$ cat src/rtl/mux_scan_sequencer.sv
// Break-before-make sequencer for the 2-to-4 switch decoder and the 4:1 analog output mux.
// Scan mode round-robins over ch_mask; manual mode routes one channel per valid/ready request.
module mux_scan_sequencer #(
    parameter int GUARD   = 2,
    parameter int SETTLE  = 3,
    parameter int DWELL_W = 8
) (
    input  logic               clk,
    input  logic               rst_n,
    input  logic               ena,
    input  logic               mode,
    input  logic [3:0]         ch_mask,
    input  logic [DWELL_W-1:0] dwell,
    input  logic               req_valid,
    input  logic [1:0]         req_ch,
    output logic               req_ready,
    output logic               sel_a,
    output logic               sel_b,
    output logic [1:0]         mux_sel,
    output logic               sw_en,
    output logic               settled,
    output logic               sample,
    output logic [1:0]         cur_ch,
    output logic               busy
);

    // state  | meaning
    // IDLE   | switches open, waiting for scan start or manual request
    // BREAK  | switches open for GUARD cycles, selects already at target
    // SETTLE | switch closed, output not yet settled
    // DWELL  | output settled, sample strobe on the last cycle
    // HOLD   | manual channel held closed, waiting for the next request
    localparam logic [2:0] IDLE   = 3'd0;
    localparam logic [2:0] BREAK  = 3'd1;
    localparam logic [2:0] SETTLE_ST = 3'd2;
    localparam logic [2:0] DWELL  = 3'd3;
    localparam logic [2:0] HOLD   = 3'd4;

    localparam int GS_W  = $clog2(GUARD + SETTLE + 1);
    localparam int CNT_W = (DWELL_W > GS_W) ? DWELL_W : GS_W;
    localparam logic [CNT_W-1:0] GUARD_LD  = CNT_W'(GUARD - 1);
    localparam logic [CNT_W-1:0] SETTLE_LD = CNT_W'(SETTLE - 1);
    localparam logic [CNT_W-1:0] ONE       = CNT_W'(1);

    logic [2:0]       state_q, state_d;
    logic [CNT_W-1:0] cnt_q, cnt_d;
    logic [1:0]       cur_ch_q, cur_ch_d;
    logic [1:0]       ptr_q, ptr_d;
    logic             req_ready_q, req_ready_d;
    logic             sw_en_q, sw_en_d;
    logic             settled_q, settled_d;
    logic             sample_q, sample_d;
    logic             busy_q, busy_d;
    logic [1:0]       tgt;
    logic [CNT_W-1:0] dwell_ld;
    logic             accept;

    // First enabled channel after ptr, wrapping 3->0; ptr itself is the last candidate.
    function automatic logic [1:0] next_ch(input logic [1:0] ptr, input logic [3:0] mask);
        logic [1:0] idx;
        next_ch = ptr;
        for (int i = 3; i >= 1; i--) begin
            idx = ptr + 2'(i);
            if (mask[idx]) next_ch = idx;
        end
    endfunction

    assign tgt      = next_ch(ptr_q, ch_mask);
    assign dwell_ld = (dwell == '0) ? '0 : CNT_W'(dwell) - ONE;
    assign accept   = req_valid & req_ready_q;

    always_comb begin
        state_d  = state_q;
        cnt_d    = cnt_q;
        cur_ch_d = cur_ch_q;
        ptr_d    = ptr_q;
        if (!ena) begin
            state_d = IDLE;
        end else begin
            case (state_q)
                IDLE: begin
                    if (!mode && ch_mask != '0) begin
                        state_d  = BREAK;
                        cnt_d    = GUARD_LD;
                        cur_ch_d = tgt;
                        ptr_d    = tgt;
                    end else if (mode && accept) begin
                        state_d  = BREAK;
                        cnt_d    = GUARD_LD;
                        cur_ch_d = req_ch;
                    end
                end
                BREAK: begin
                    if (cnt_q == '0) begin
                        state_d = SETTLE_ST;
                        cnt_d   = SETTLE_LD;
                    end else begin
                        cnt_d = cnt_q - ONE;
                    end
                end
                SETTLE_ST: begin
                    if (cnt_q == '0) begin
                        state_d = DWELL;
                        cnt_d   = dwell_ld;
                    end else begin
                        cnt_d = cnt_q - ONE;
                    end
                end
                DWELL: begin
                    if (cnt_q != '0) begin
                        cnt_d = cnt_q - ONE;
                    end else if (mode) begin
                        state_d = HOLD;
                    end else if (ch_mask == '0) begin
                        state_d = IDLE;
                    end else if (tgt == cur_ch_q) begin
                        cnt_d = dwell_ld;
                    end else begin
                        state_d  = BREAK;
                        cnt_d    = GUARD_LD;
                        cur_ch_d = tgt;
                        ptr_d    = tgt;
                    end
                end
                HOLD: begin
                    if (!mode) begin
                        state_d = IDLE;
                    end else if (accept) begin
                        if (req_ch == cur_ch_q) begin
                            state_d = DWELL;
                            cnt_d   = dwell_ld;
                        end else begin
                            state_d  = BREAK;
                            cnt_d    = GUARD_LD;
                            cur_ch_d = req_ch;
                        end
                    end
                end
                default: state_d = IDLE;
            endcase
        end
    end

    // Outputs are registered from the next state so they line up with the state they describe.
    always_comb begin
        sw_en_d     = (state_d == SETTLE_ST) || (state_d == DWELL) || (state_d == HOLD);
        settled_d   = (state_d == DWELL) || (state_d == HOLD);
        sample_d    = (state_d == DWELL) && (cnt_d == '0);
        busy_d      = (state_d != IDLE);
        req_ready_d = (state_d == HOLD) || ((state_d == IDLE) && ena && mode);
    end

    always_ff @(posedge clk or negedge rst_n) begin
        if (!rst_n) begin
            state_q     <= IDLE;
            cnt_q       <= '0;
            cur_ch_q    <= 2'd0;
            ptr_q       <= 2'd3;
            req_ready_q <= 1'b0;
            sw_en_q     <= 1'b0;
            settled_q   <= 1'b0;
            sample_q    <= 1'b0;
            busy_q      <= 1'b0;
        end else begin
            state_q     <= state_d;
            cnt_q       <= cnt_d;
            cur_ch_q    <= cur_ch_d;
            ptr_q       <= ptr_d;
            req_ready_q <= req_ready_d;
            sw_en_q     <= sw_en_d;
            settled_q   <= settled_d;
            sample_q    <= sample_d;
            busy_q      <= busy_d;
        end
    end

    assign req_ready = req_ready_q;
    assign sel_a     = cur_ch_q[1];
    assign sel_b     = cur_ch_q[0];
    assign mux_sel   = cur_ch_q;
    assign cur_ch    = cur_ch_q;
    assign sw_en     = sw_en_q;
    assign settled   = settled_q;
    assign sample    = sample_q;
    assign busy      = busy_q;

endmodule

$ cat config.mk
export PLATFORM = sky130hd
export DESIGN_NAME = mux_scan_sequencer
export DESIGN_NICKNAME = d
export VERILOG_FILES = /design/src/rtl/mux_scan_sequencer.sv
export SDC_FILE = /design/constraint.sdc
export NUM_CORES = 1
export LEC_CHECK = 0
export BUFFER_PORTS_ARGS = -buffer_cell sky130_fd_sc_hd__clkbuf_2
export CAP_MARGIN = 25
export CORE_UTILIZATION = 50
export DETAILED_ROUTE_END_ITERATION = 10
export GPL_TIMING_DRIVEN = 1
export PLACE_DENSITY_LB_ADDON = 0.2
export SLEW_MARGIN = 20
export SYNTH_ARGS = -nofsm -noshare
export SYNTH_HDL_FRONTEND = slang
export SYNTH_SLANG_ARGS = --single-unit
$ cat constraint.sdc
create_clock -name clk -period 7.6 [get_ports clk]
set_clock_uncertainty 0.05 [all_clocks]
set_input_delay 0.76 -clock clk [delete_from_list [all_inputs] [get_ports clk]]
set_output_delay 0.76 -clock clk [all_outputs]
set_load 0.01 [all_outputs]
==> impl_metrics.yaml <==
cts:
  postCtsResizedCells: 0
  cts_buffers: 3
  cts_tree: "built"
  htree_levels: 1
  post_cts_buffers: 0
  cts_sinks: 20
  cts_buffer_depth: 2
  cts_hold_buf: 0
  clk_pin_slew_ps: 70
  cts_root_buf: "clkbuf_8"
  clk_latency_ps: 260
synthesis:
  async_flop_share: 1.000
  synthFlopType: "dfrtp_1"
  synth_nets: 259
  ys_seq_area_frac: 0.2702
  synth_area_leader_cell: "dfrtp_1"
  ys_ff_latch: 20
  yosysWarnings: 0
  synth_top_area_frac: 0.2419
  ys_top_cells_by_count: "nor2_1 (24), nand2_1 (23), dfrtp_1 (18)"
  synth_cell_types: 59
  yosysMostFrequentCell: "nor2_1"
  synth_area_um2: 1862
  avgSynthCellArea_um2: 7.856
  syn_inst: 237
  synthTopCellsByArea: "dfrtp_1 (24%), nor2_1 (4.8%), nand2_1 (4.6%)"
  synth-edff-count: 0
global_route:
  antenna_found_initial: 0
  grtUsageTotal: 0.2671
  grt_overflow: 0
  grt_pass1_wl_um: 8514
  grt_max_degree: 21
  grt_pass1_vias: 1800
setup_path:
  worst_ep_arrival_time_ps: 3600
  crit_path_max_incr_delay_ps: 710
  worstSetupEndpointType: "flip-flop"
  cp_num_buf_inv: 1
  critPathMaxFanout: 17
  crit_required_ps: 7680
  cp-start-kind: "flip-flop"
  path_class: "flip-flop to flip-flop"
  cp_top_family: "simple AND/OR/NAND/NOR gates"
  slowest_stage: "or4_1"
  crit_path_cell_trace: "inv_1, ha_1, or4b_4, or4_1, nor3_1, a21oi_1, o311a_1, a311oi_1, or3_1, nor4_2"
detailed_routing:
  wl_per_cell_um: 15.95
  wl_um: 4834
  vias_per_cell: 6.323
  vias: 1916
  first_pass_iters: 5
  drc_errors: 0
  drt_iter0_drc: 237
  ant_nets: 0
placement:
  dpl.hpwl_um: 3679
  place_congestion: 0.9321
  placed_area_um2: 2003
  portBuffers: 29
timing:
  tightestPinTransition_ps: 744.0
  rsz0062_at_grt: "no"
  setup_viol: 0
  post-route-period-util: 0.4624
  tns_ps: 0
  worst_hold_slack_ps: 412.2
  finalHoldViolCount: 0
  fmax_mhz: 284.6
  min_period_ps: 3514
  slew_headroom: 0.4975
  drv_slew: 0
cells_and_area:
  area_growth_syn_to_layout_pct: 10.01
  layout-drive-gt1-share: 0.2062
  antenna_cells: 0
  finalInstanceArea_um2: 2048
  nets: 280
die:
  start_util: 0.5409
  core_area_um2: 3442
  die_y_um: 63.02
  die_w_um: 63.02
  core.rowCount: 21
  io_pins: 30
  die-area_um2: 3972
power:
  max-vdd-ir-drop_uv: 155.1
  p_leak_nw: 0.9403
  p_per_area_nw_per_um2: 323.4
run_status:
  outcome: "complete, no violations"
run:
  max-cap-violations: 0
worst_hold_path:
  hold_path.class: "input port to asynchronous set/reset pin"
final cells by class:
type	instances	area (um2)
multi-input combinational	195	1260
inverter	8	30.03
tap	46	57.56
timing repair buffer	30	152.6
fill	324	1394
sequential	20	503.0
clock buffer	4	45.04
path summary, 6_finish.rpt:
check / slack, ps / from / depth (start not counted) / to
worst max register to register: 4090 / cnt_q[0]$_DFF_PN0_ / 10 / sample$_DFF_PN0_
worst max-delay path: 4090 / cnt_q[0]$_DFF_PN0_ / 10 / sample$_DFF_PN0_
worst min-delay path: 410 / rst_n / 1 / cnt_q[2]$_DFF_PN0_
max in group asynchronous: 6730 / rst_n / 1 / ptr_q[0]$_DFFE_PN1P_
min in group clk: 610 / cur_ch[1]$_DFFE_PN0P_ / 1 / cur_ch[1]$_DFFE_PN0P_
worst min register to register: 610 / cur_ch[1]$_DFFE_PN0P_ / 1 / cur_ch[1]$_DFFE_PN0P_
kinds of logic after synthesis:
| family | synth area share |
|---|---|
| mux | 0.05847 |
| buf+inv | 0.05309 |
| flops | 0.2702 |
| xor+xnor | 0.05646 |
| compound gates | 0.2628 |
| fa+ha+maj | 0.02016 |
| simple gates | 0.2789 |
per-stage QoR:
| stage | util | total power, W | instances | setup slack (ps) |
|---|---|---|---|---|
| finish | 0.5951 | 0.0006624 | 303 | 4086 |
| global route | 0.5951 | 0.0007182 | 303 | 3826 |
| CTS | 0.5951 | 0.0006538 | 303 | 4103 |
| detailed placement | 0.5820 | 0.0005796 | 299 | 4113 |
| global placement | 0.5820 | 0.0005811 | 299 | 4167 |
| floorplan | - | 0.0005014 | 237 | 4438 |
flip-flops by register name (all words and copies together) (netlist names):
| signal | flops |
|---|---|
| cnt_q | 8 |
| state_q | 3 |
| cur_ch | 2 |
| ptr_q | 2 |
| busy | 1 |
| req_ready | 1 |
| sample | 1 |
| settled | 1 |
| sw_en | 1 |
metal layers:
metal  routed length [um]  up-vias  track usage
met5                    0        -            0
met4                   67        0      0.04942
met3                  424        8      0.06387
met2                 2192      104       0.4220
met1                 2150      895       0.3692
li1                     -      909            -
power by group:
group	switching, W	total, W	internal [W]
sequential	0.0000619	0.000208	0.000146
combinational	0.000215	0.000383	0.000168
clock	0.0000341	0.0000714	0.0000373
total	0.000311	0.000662	0.000351
placed cells by master, fill, tap and decap left out, types with 2 or more instances in the layout:
master,count
nand3_1,7
o32ai_1,3
o211ai_1,2
a21o_1,4
or2_2,2
nor2b_1,3
nor4_1,2
clkbuf_2,29
xor2_1,9
a211oi_1,2
a21oi_1,14
nor3_1,10
nand2b_1,6
o21a_1,3
mux2_2,7
and2_1,2
o31ai_1,2
dfrtp_1,18
or3_1,3
mux2i_1,3
a22oi_1,4
nor2_1,24
ha_1,3
o221ai_1,2
a31oi_1,4
inv_1,8
clkbuf_8,3
xnor2_1,3
dfstp_2,2
o21ai_0,16
nor3b_1,3
and3_1,4
nand2_1,23
Note: power is estimated with default switching activity, not from simulation.
